### config.mk
export PLATFORM = sky130hd
export DESIGN_NAME = fir_decim_fifo
export DESIGN_NICKNAME = d
export VERILOG_FILES = /design/src/rtl/fir_decim_fifo.sv
export SDC_FILE = /design/constraint.sdc
export NUM_CORES = 1
export LEC_CHECK = 0
export CAP_MARGIN = 20
export CORE_ASPECT_RATIO = 1.75
export CORE_MARGIN = 5
export CORE_UTILIZATION = 50
export DETAILED_ROUTE_END_ITERATION = 7
export GPL_ROUTABILITY_DRIVEN = 0
export PLACE_DENSITY = 0.7
export SKIP_CTS_REPAIR_TIMING = 1
export SLEW_MARGIN = 0
export SYNTH_ARGS = -nofsm -noshare
export SYNTH_HDL_FRONTEND = slang
export SYNTH_SLANG_ARGS = --single-unit
### constraint.sdc
create_clock -name clk -period 3.1 [get_ports clk]
set_input_delay 0.31 -clock clk [delete_from_list [all_inputs] [get_ports clk]]
set_output_delay 0.31 -clock clk [all_outputs]
set_load 0.005 [all_outputs]
### src/rtl/fir_decim_fifo.sv
// fir_decim_fifo: output stage downstream of the FIR filter.
//   Keeps every DECIM-th valid input sample and buffers the kept samples in a
//   DEPTH-entry first-word-fall-through FIFO. A valid/ready handshake drains it.
//   If a kept sample arrives while the FIFO is full and no pop happens, the
//   sample is dropped and a sticky overflow flag is set.
// Ports:
//   clk        clock, rising edge
//   reset      synchronous, active-high; clears the FIFO, the phase and overflow
//   in_data    N-bit sample from the FIR
//   in_valid   in_data carries a new sample this cycle
//   out_data   head-of-FIFO sample, meaningful only while out_valid=1
//   out_valid  FIFO not empty (registered)
//   out_ready  consumer takes out_data this cycle
//   level      number of stored entries, 0..DEPTH
//   overflow   sticky: at least one kept sample was dropped since reset
module fir_decim_fifo #(
  parameter int N     = 16,
  parameter int DECIM = 4,
  parameter int DEPTH = 8
) (
  input  logic                   clk,
  input  logic                   reset,
  input  logic [N-1:0]           in_data,
  input  logic                   in_valid,
  output logic [N-1:0]           out_data,
  output logic                   out_valid,
  input  logic                   out_ready,
  output logic [$clog2(DEPTH):0] level,
  output logic                   overflow
);
  localparam int PW  = $clog2(DEPTH);
  localparam int LW  = PW + 1;
  // The phase counter needs at least one bit. For DECIM=1 it stays at 0.
  localparam int PHW = (DECIM > 1) ? $clog2(DECIM) : 1;

  logic [N-1:0]   mem [DEPTH];
  logic [PW-1:0]  wr_ptr, rd_ptr;
  logic [PHW-1:0] phase;
  logic           keep, full, pop, push;
  logic [LW-1:0]  level_nxt;

  assign keep      = in_valid && (phase == '0);
  assign full      = (level == LW'(DEPTH));
  assign pop       = out_valid && out_ready;
  // When the FIFO is full, a pop in the same cycle frees the slot the push needs.
  assign push      = keep && (!full || pop);
  assign level_nxt = level + LW'(push) - LW'(pop);
  assign out_data  = mem[rd_ptr];

  // Storage has no reset. A stored word is only read after it has been written.
  always_ff @(posedge clk) begin
    if (push && !reset) mem[wr_ptr] <= in_data;
  end

  always_ff @(posedge clk) begin
    if (reset) begin
      phase     <= '0;
      wr_ptr    <= '0;
      rd_ptr    <= '0;
      level     <= '0;
      out_valid <= 1'b0;
      overflow  <= 1'b0;
    end else begin
      if (in_valid)
        phase <= (phase == PHW'(DECIM - 1)) ? '0 : phase + 1'b1;
      // DEPTH is a power of two, so the pointers wrap by simple overflow.
      if (push) wr_ptr <= wr_ptr + 1'b1;
      if (pop)  rd_ptr <= rd_ptr + 1'b1;
      level     <= level_nxt;
      out_valid <= (level_nxt != '0);
      if (keep && full && !pop) overflow <= 1'b1;
    end
  end
endmodule
# Word-level counts from Yosys, hierarchy flattened
# Memory sizes are Yosys's and may differ from the RTL's. A register that Yosys moved wholly into a read port is not among the register bits.
# Index checks and enable logic that the tools add are counted.
dict set report word_totals {
  ram_bits 128
  n_memories 1
  register_bits 14
  word_cells 31
  output_inout_bits 22
}
dict set report classes {
  eq_ne 2
  n_reduce_logical 12
  n_mux 5
  n_addsub 5
}
# name words word_bits rd rd_clocked_by_memory_dff write_ports line_no
set mem_list {}
lappend mem_list {mem 8 16 1 1 1 36} ;# logic [N-1:0] mem [DEPTH];
# operator n
set op_table {}
lappend op_table {{adder 3 x 1 -> 3 bit (second input constant)} 2}
lappend op_table {{logical AND 1 bit} 6}
lappend op_table {{2-to-1 mux 3 bit} 2}
lappend op_table {{adder 4 x 1 -> 4 bit} 1}
lappend op_table {{== test 4 bit (second input constant)} 1}
lappend op_table {{nonzero test 4 bit} 1}
lappend op_table {{subtractor 4 x 1 -> 4 bit} 1}
lappend op_table {{zero test 1 bit} 3}
lappend op_table {{adder 2 x 1 -> 2 bit (second input constant)} 1}
lappend op_table {{== test 2 bit (second input constant)} 1}
lappend op_table {{zero test 2 bit} 1}
lappend op_table {{2-to-1 mux 1 bit} 2}
lappend op_table {{2-to-1 mux 2 bit} 1}
lappend op_table {{logical OR 1 bit} 1}

# Depth between registers and ports, before layout
# Gate-level depths: netlist (run 1).
dict set report depth {
  ltp_word 7
  ltp_mapped 12
}

# Worst setup path before layout (run 1)
# Ideal clock, no wire load.
dict set report synth_path {
  path_kind {flip-flop to flip-flop}
  start {register out_valid}
  end {register out_valid}
  t_required_ns 3.014
  synth_period_minus_slack_ns 2.272
  path_buffers 0
  arrival_time_ns 2.187
  path_slack_ns 0.828
  stages_incl_launch_ff 9
  cell_sequence {dfxtp_1 > a211oi_1 > a21oi_1 > a21o_1 > ha_1 > inv_1 > fa_1 > nor4b_1 > a211oi_1}
}
dict set report synth_between {
  elab_chain_cells 6
}
# element line_no
set synth_rtl {}
lappend synth_rtl {{start, declared} 26} ;# output logic out_valid,
lappend synth_rtl {{start signal, assigned} 70} ;# out_valid <= (level_nxt != '0);
lappend synth_rtl {{logical AND 1 bit *} 44} ;# assign pop = out_valid && out_ready;
lappend synth_rtl {{logical OR 1 bit} 46} ;# assign push = keep && (!full || pop);
lappend synth_rtl {{logical AND 1 bit} 46}
lappend synth_rtl {{adder 4 x 1 -> 4 bit} 47} ;# assign level_nxt = level + LW'(push) - LW'(pop);
lappend synth_rtl {{subtractor 4 x 1 -> 4 bit *} 47}
lappend synth_rtl {{nonzero test 4 bit *} 70}
# Mark *: on every way between the ends. The rest lies on a longest branch, timed or not.
# A chain may end at the register's enable or synchronous reset.

==> flow_summary.yaml, run 1 <==
clocking:
  numCtsBuffers: 17
  htreeDepth: 4
  clk_pin_slew_ns: 0.05
  cts.sinks: 145
  cts_tree: "yes"
  clock_latency_ns: 0.40
  clock-root-buffer: "clkbuf_16"
  cts_buffer_depth: 2
timing:
  fin_crit_sh_pct: 86.5
  slew_headroom_pct: 33.6
  post-route-min-period_ns: 2.68
  final-hold-violation-count: 0
  rsz0062_at_grt: "false"
  drv_slew: 0
  setup_viol: 0
  finalSetupTns_ns: 0
  finClkSkew_ns: 0.00567
  max_freq_ghz: 0.373
  worstMarginPinSlew_ns: 0.995
synthesis:
  yosysMostFrequentCell: "edfxtp_1"
  synth_cell_types: 30
  yosys-top-cells-area: "edfxtp_1 (66%), mux4_1 (13%), dfxtp_1 (5.9%)"
  synth_top_area_cell: "edfxtp_1"
  syn_inst: 280
  synth_fp_nets: 309
  yosysWarningCount: 0
  yosys.area.top_type_share_pct: 66.4
  netlist_area_mm2: 0.00579
  ys_ff_latch: 145
  syn_area_per_cell_um2: 20.7
  yosysSeqAreaShare_pct: 72.3
  synth_common_cells: "edfxtp_1 (128), mux4_1 (28), mux2_2 (19)"
  synth_flop_cell: "edfxtp_1"
  async_flop_share_pct: 0
  synth-edff-count: 128
layout:
  diodes: 0
  area_delta_synth_final_pct: 22.0
  fillCellCount: 801
  drive_above_1_share_pct: 18.6
  fin_nets: 371
place:
  dpl.hpwl_um: 6390
  portBuffers: 41
setup_path:
  cp-start-kind: "flip-flop"
  crit_type: "reg2out"
  ff2ff_path_depth: 11
  critPathCaptureType: "primary output"
  reg2reg_from: "phase[0]"
  worstPathArrival_ns: 2.37
  crit_fanout: 32
  timing.critical_path.required_ns: 2.79
global_routing:
  grt.total_usage_pct: 16.4
  grt_pass1_vias: 2983
  grt_pass1_wl_um: 16700
  antenna_found_initial: 0
  grt-ovfl-total: 0
  grt_max_degree: 33
floorplan:
  core.rowCount: 52
  die_y_um: 152
  dieArea_mm2: 0.0139
  ios: 42
  die_w_um: 91.3
  coreArea_mm2: 0.0115
  initial_core_util_pct: 50.5
flow_run:
  maxCapViolCount: 0
drt:
  wl_per_cell_um: 21.6
  post-route-drc-count: 0
  routed_via_density: 5.70
  drt_first_iter_violations: 151
  vias: 2791
  antenna_left: 0
  drt_wl_total_um: 10600
  drt_first_pass_iters: 4
power:
  powerDensity_mw_per_mm2: 760
  power.total_w: 0.00537
  power.leakage_nw: 2.41
  ir_worst_vdd_mv: 0.577
hold_path:
  hp-start: "overflow"
  hold_depth: 2
  hp-class: "reg2reg"
outcome:
  outcome: "finished, final reports clean"
-- cell usage in the layout (no fill, tap or decap) --
cell type / count
a211oi_1: 5
a21boi_0: 1
a21o_1: 2
a21oi_1: 7
a41oi_1: 1
and3_1: 4
and3b_1: 4
buf_12: 2
buf_4: 11
bufinv_16: 4
clkbuf_1: 2
clkbuf_16: 17
clkbuf_8: 4
clkdlybuf4s50_1: 41
clkinv_1: 1
clkinvlp_4: 4
dfxtp_1: 16
dfxtp_2: 1
edfxtp_1: 128
fa_1: 1
ha_1: 8
inv_1: 7
mux2_2: 19
mux2i_1: 1
mux4_1: 28
mux4_2: 4
nand2_1: 3
nand3_1: 6
nand3b_1: 1
nor2_1: 10
nor2b_1: 6
nor3_1: 1
nor3b_1: 1
nor4b_1: 1
xnor2_1: 1
xor2_1: 2
-- per-layer routing --
layer | up-vias | GRT usage, % | wire length [um]
met2 | 52 | 30.0 | 6220
met1 | 1446 | 18.2 | 3950
met4 | 0 | 6.08 | 112
met3 | 8 | 3.61 | 309
li1 | 1285 | - | -
met5 | - | 0 | 0
-- metrics by stage --
| stage | hold WS [ns] | cell area, um^2 | utilization, % | cells | setup WS (ns) |
|---|---|---|---|---|---|
| finish | 0.494 | 7060 | 61.7 | 490 | 0.419 |
| global route | 0.554 | 7060 | 61.7 | 490 | 0.283 |
| CTS | 0.503 | 7060 | 61.7 | 490 | 0.378 |
| detailed placement | 0.490 | 6420 | 56.1 | 458 | 0.228 |
| global placement | 0.467 | 6420 | 56.1 | 458 | 0.372 |
| floorplan | 0.409 | 5790 | - | 280 | 0.828 |
-- flip-flops by register name, indices dropped and copies added (netlist names), named ones only --
register   count
phase          2
overflow       1
out_valid      1
rd_ptr         3
wr_ptr         3
mem          128
level          4
-- report_power, final --
part,switching [W],internal [W]
Clock,0.000717,0.00143
Sequential,0.0000590,0.00221
Combinational,0.000402,0.000547
Total,0.00118,0.00419
-- critical path: stages, from the launching register on --
cell	delay, ns
dfxtp_2	0.34
buf_12	0.24
mux4_1	0.61
mux2_2	0.29
clkdlybuf4s50_1	0.48
-- cells by family (layout without fill, tap and decap cells) --
family          Yosys count  after routing  synth area share (%)
compound gates           16             16                  1.79
xor+xnor                  3              3                 0.454
mux                      52             52                  18.1
flops                   145            145                  72.3
fa+ha+maj                 9              9                  2.08
simple gates             37             37                  3.55
buf+inv                  18             93                  1.71
-- path summary, 6_finish.rpt --
| check | end | slack, ns |
|---|---|---|
| hold / removal | overflow | 0.49 |
| setup reg to reg | out_valid | 0.55 |
| hold reg to reg | overflow | 0.49 |
| setup / recovery | out_data[3] | 0.42 |
-- final cells by class --
cell class | instances | area, um^2 | share of cell area, %
clock inverters | 9 | 154 | 2.18
multi-input cells | 117 | 1510 | 21.3
clock buffers | 23 | 488 | 6.91
well taps | 135 | 169 | 2.39
repair buffers | 54 | 533 | 7.55
flip-flops and latches | 145 | 4190 | 59.3
inverters | 7 | 26.3 | 0.372
(Power assumes the default switching activity.)
==> inputs of run 2 (changes only) <==
--- a/config.mk
+++ b/config.mk
@@ -6,7 +6,7 @@
 export NUM_CORES = 1
 export LEC_CHECK = 0
 export CAP_MARGIN = 20
-export CORE_ASPECT_RATIO = 1.75
+export CORE_ASPECT_RATIO = 1.5
 export CORE_MARGIN = 5
 export CORE_UTILIZATION = 50
 export DETAILED_ROUTE_END_ITERATION = 7
==> run 2 against run 1 <==
  * Die area down 0.29%
  * Routed wire length down 5.3%
  * Sequential share of layout area up 0.11 points
  * Worst setup slack worse by 0.013 ns
  * Flip-flop and latch count unchanged
  * Design area down 0.21%
  * Worst hold slack worse by 0.015 ns
  * Via count down 0.39%
  * Non-clock buffer count up 3
  * Clock skew up 0.0013 ns
  * First-iteration DRC count up 0.66%
  * Highest routed layer unchanged
  * Core utilization up 0.085 points
==> flow_summary.yaml, run 2 (synthesized netlist as in run 1, its figures left out) <==
outcome:
  outcome: "finished, final reports clean"
floorplan:
  die_y_um: 142
  initial_core_util_pct: 50.7
  dieArea_mm2: 0.0139
  ios: 42
  die_w_um: 97.9
  coreArea_mm2: 0.0114
  core.rowCount: 48
timing:
  post-route-min-period_ns: 2.69
  finClkSkew_ns: 0.00693
  finalSetupTns_ns: 0
  fin_crit_sh_pct: 86.9
  holdWs_ns: 0.478
  drv_slew: 0
  slew_headroom_pct: 70.8
  setup_viol: 0
  max_freq_ghz: 0.371
  rsz0062_at_grt: "false"
  worstMarginPinSlew_ns: 0.438
  final-hold-violation-count: 0
setup_path:
  cp_num_cells: 4
  r2r-end: "out_valid"
  rrSetupSlack_ns: 0.63
  critPathCaptureType: "primary output"
  path_buf_inv: 2
  timing.critical_path.required_ns: 2.79
  crit_type: "reg2out"
  slowest_stage: "mux4_1"
  worstPathArrival_ns: 2.38
  worst_path_largest_cell_delay_ns: 0.59
  crit_fanout: 32
  ff2ff_path_depth: 11
  crit_family: "multiplexers"
  cp-start-kind: "flip-flop"
  path_cells: "buf_12 > mux4_1 > mux2_2 > clkdlybuf4s50_1"
  reg2reg_from: "phase[0]"
layout:
  diodes: 0
  layout_common_cells: "edfxtp_1 (128), clkdlybuf4s50_1 (41), mux4_1 (28)"
  mostFrequentLayoutCell: "edfxtp_1"
  largest_reg_flops: 128
  fin_nets: 374
  regMostFlops: "mem"
  drive_above_1_share_pct: 18.8
  reg_top3: "mem: 128 flops, level: 4 flops"
  area_delta_synth_final_pct: 21.7
drt:
  antenna_left: 0
  post-route-drc-count: 0
  routed_via_density: 5.48
  drt_wl_total_um: 10000
  drt_first_iter_violations: 152
  vias: 2780
  drt_first_pass_iters: 4
  wl_per_cell_um: 19.8
hold_path:
  holdPathEnd: "overflow"
  hp-start: "overflow"
  hold_depth: 2
  hp-class: "reg2reg"
clocking:
  cts.sinks: 145
  clock_latency_ns: 0.40
  htreeDepth: 4
  clk_pin_slew_ns: 0.05
  cts_tree: "yes"
  clock-root-buffer: "clkbuf_16"
  cts_buffer_depth: 2
  numCtsBuffers: 17
global_routing:
  grt_pass1_vias: 3007
  antenna_found_initial: 0
  grt_max_degree: 33
  grt-ovfl-total: 0
  grt.total_usage_pct: 15.6
  grt_pass1_wl_um: 16000
flow_run:
  maxCapViolCount: 0
place:
  portBuffers: 41
  dpl.hpwl_um: 5950
power:
  power.leakage_nw: 2.41
  ir_worst_vdd_mv: 0.618
  powerDensity_mw_per_mm2: 744
[run 2: cell types whose count changed in the layout (fill, tap and decap cells not counted), sizes merged]
cell	delta
buf	+3
clkbuf	-4
clkinv	+4
clkinvlp	-1
[run 2: worst register-to-register path, cell delays in order, from the launching register on]
cell and delay [ns]:
dfxtp_1 0.33, inv_1 0.06, ha_1 0.21, nand2_1 0.12, a21oi_1 0.27, a21o_1 0.16
ha_1 0.17, inv_1 0.06, fa_1 0.37, xnor2_1 0.16, nor4b_1 0.29, a211oi_1 0.13
[run 2: where the power goes]
part / internal [W] / switching (W)
combinational: 0.000546 / 0.000400
clock: 0.00133 / 0.000697
sequential: 0.00221 / 0.0000550
total: 0.00409 / 0.00115
[run 2: per-stage QoR]
stage                     instances  setup slack [ns]  instance area, um^2  power (W)  util (%)
after floorplan                 280             0.828                 5790    0.00290         -
after global placement          476             0.405                 6450    0.00324      56.5
after detailed placement        476             0.282                 6450    0.00326      56.5
after CTS                       507             0.378                 7050    0.00530      61.7
after global routing            507             0.319                 7050    0.00547      61.7
final                           507             0.406                 7050    0.00524      61.7
[run 2: worst max path at each step]
| stage | from | to | slack (ns) |
|---|---|---|---|
| 2_1_floorplan | out_valid | out_valid | 0.83 |
| 3_3_place_gp | in_valid | out_valid | 0.40 |
| 3_5_place_dp | in_valid | out_valid | 0.28 |
| 4_1_cts | flip-flop | out_data[1] | 0.38 |
| 5_1_grt | phase[0] | out_valid | 0.32 |
| 6_report | flip-flop | out_data[1] | 0.41 |
[run 2: final cells by class]
| type | count | area (um^2) |
|---|---|---|
| Fill cell | 814 | 4370 |
| Sequential cell | 145 | 4180 |
| Multi-Input combinational cell | 117 | 1510 |
| Timing Repair Buffer | 57 | 543 |
| Clock buffer | 19 | 433 |
| Tap cell | 150 | 188 |
| Clock inverter | 12 | 166 |
| Inverter | 7 | 26.3 |
[run 2: layer usage]
metal,part of all wire [%],GRT usage [%],vias to the layer above
li1,-,-,1297
met4,1.4,6.78,0
met2,57,28.9,61
met5,0,0,-
met1,39,17.1,1412
met3,2.7,3.39,10
==> inputs of run 3 (changes only) <==
--- a/config.mk
+++ b/config.mk
@@ -6,12 +6,13 @@
 export NUM_CORES = 1
 export LEC_CHECK = 0
 export CAP_MARGIN = 20
-export CORE_ASPECT_RATIO = 1.5
 export CORE_MARGIN = 5
 export CORE_UTILIZATION = 50
 export DETAILED_ROUTE_END_ITERATION = 7
 export GPL_ROUTABILITY_DRIVEN = 0
+export GPL_TIMING_DRIVEN = 0
 export PLACE_DENSITY = 0.7
+export SETUP_SLACK_MARGIN = 0.15
 export SKIP_CTS_REPAIR_TIMING = 1
 export SLEW_MARGIN = 0
 export SYNTH_ARGS = -nofsm -noshare
==> run 3 against run 2 <==
  * Critical path depth stayed put
  * Worst setup slack worse by 0.13 ns
  * Sequential power hardly changed
  * Clock skew is 0.00061 ns lower
  * Global-route usage is 0.11 points higher
  * Design area is 1.1% lower
  * Largest cell class unchanged
  * Via count is 0.65% lower
  * Routed wire length is 3.9% higher
  * Power hardly changed
  * Clock power hardly changed
  * Cell count is 2.4% lower
  * Critical endpoint is now out_data[0]
==> flow_summary.yaml, run 3 (synthesized netlist as in run 1, its figures left out) <==
outcome:
  outcome: "finished, final reports clean"
global_routing:
  grt.total_usage_pct: 15.7
  grt_pass1_wl_um: 16200
  grt_pass1_vias: 2898
  grt_max_degree: 17
  grt-ovfl-total: 0
  antenna_found_initial: 0
timing:
  drv_slew: 0
  post-route-min-period_ns: 2.82
  slew_headroom_pct: 31.1
  max_freq_ghz: 0.354
  finalSetupTns_ns: 0
  setup_viol: 0
  worstMarginPinSlew_ns: 1.03
  finClkSkew_ns: 0.00632
  fin_crit_sh_pct: 91.0
  rsz0062_at_grt: "false"
  final-hold-violation-count: 0
layout:
  layout_common_cells: "edfxtp_1 (128), clkdlybuf4s50_1 (40), mux4_1 (28)"
  reg_top3: "mem: 128 flops, level: 4 flops"
  fin_nets: 368
  regMostFlops: "mem"
  area_delta_synth_final_pct: 20.3
  drive_above_1_share_pct: 17.0
  largest_reg_flops: 128
  design_area_mm2: 0.00697
  diodes: 0
  mostFrequentLayoutCell: "edfxtp_1"
drt:
  drt_first_iter_violations: 248
  post-route-drc-count: 0
  wl_per_cell_um: 21.1
  routed_via_density: 5.58
  drt_first_pass_iters: 4
  vias: 2762
  drt_wl_total_um: 10400
  antenna_left: 0
power:
  powerDensity_mw_per_mm2: 752
  ir_worst_vdd_mv: 0.402
  power.leakage_nw: 2.36
setup_path:
  cp-start-kind: "flip-flop"
  critPathCaptureType: "primary output"
  path_cells: "buf_1 > mux4_2 > mux2_2 > clkdlybuf4s50_1"
  worstPathArrival_ns: 2.51
  crit_type: "reg2out"
  crit_fanout: 10
  worst_path_largest_cell_delay_ns: 0.53
  timing.critical_path.required_ns: 2.79
  slowest_stage: "buf_1"
floorplan:
  coreArea_mm2: 0.0114
  die_y_um: 118
  dieArea_mm2: 0.0138
  core.rowCount: 39
  initial_core_util_pct: 50.9
  die_w_um: 118
  ios: 42
clocking:
  clk_pin_slew_ns: 0.06
  numCtsBuffers: 17
  cts_buffer_depth: 2
  cts.sinks: 145
  clock_latency_ns: 0.41
  htreeDepth: 4
  clock-root-buffer: "clkbuf_16"
  cts_tree: "yes"
place:
  place_area_mm2: 0.00637
  dpl.hpwl_um: 6250
  portBuffers: 40
hold_path:
  hp-class: "in2reg"
flow_run:
  maxCapViolCount: 0
run 3: changes by cell type in the layout (fill, tap and decap cells not counted):
cell	delta
clkinv_2	-1
clkbuf_1	+1
buf_12	-1
clkinv_4	+4
buf_1	+2
clkbuf_2	+3
bufinv_16	-1
buf_4	-15
buf_6	+4
clkdlybuf4s50_1	-1
run 3: metrics by stage:
stage                     setup slack, ns  utilization [%]  cells  total power, W  hold WS (ns)
final                               0.278             61.3    495         0.00524         0.279
after global placement              0.126             56.0    463         0.00324         0.470
after floorplan                     0.828                -    280         0.00290         0.409
after global routing                0.172             61.3    495         0.00548         0.321
after CTS                           0.186             61.2    495         0.00529         0.276
after detailed placement           0.0886             56.0    463         0.00327         0.469
run 3: area by class of cell:
class                   count  area, um^2
clock inverters            14         166
plain buffers              11        75.1
fillers                   821        4400
multi-input cells         117        1510
flip-flops and latches    145        4180
clock buffers              18         429
inverters                   7        26.3
well taps                 143         179
repair buffers             40         400
run 3: worst paths after layout:
kind	from	endpoint	slack [ns]	cells past startpoint
min	reset	level[0]	0.28	2
max	flip-flop	out_data[0]	0.28	4
max reg2reg	out_valid	out_valid	0.51	8
min reg2reg	overflow	overflow	0.48	2
run 3: critical path: cells and delay by family (launching register included):
kind | cells | cell delay [ns]
buf+inv | 2 | 0.98
flops | 1 | 0.40
mux | 2 | 0.71
run 3: metal layers:
metal | vias to the layer above | part of all wire [%] | global-route usage (%)
li1 | 1279 | - | -
met1 | 1400 | 42 | 20.0
met2 | 66 | 51 | 26.1
met3 | 17 | 4.8 | 4.23
met4 | 0 | 1.6 | 5.88
met5 | - | 0 | 0
run 3: where the power goes:
| group | leakage [nW] | internal, W | switching [W] |
|---|---|---|---|
| combinational | 0.779 | 0.000542 | 0.000415 |
| sequential | 1.29 | 0.00221 | 0.0000525 |
| clock | 0.283 | 0.00126 | 0.000756 |
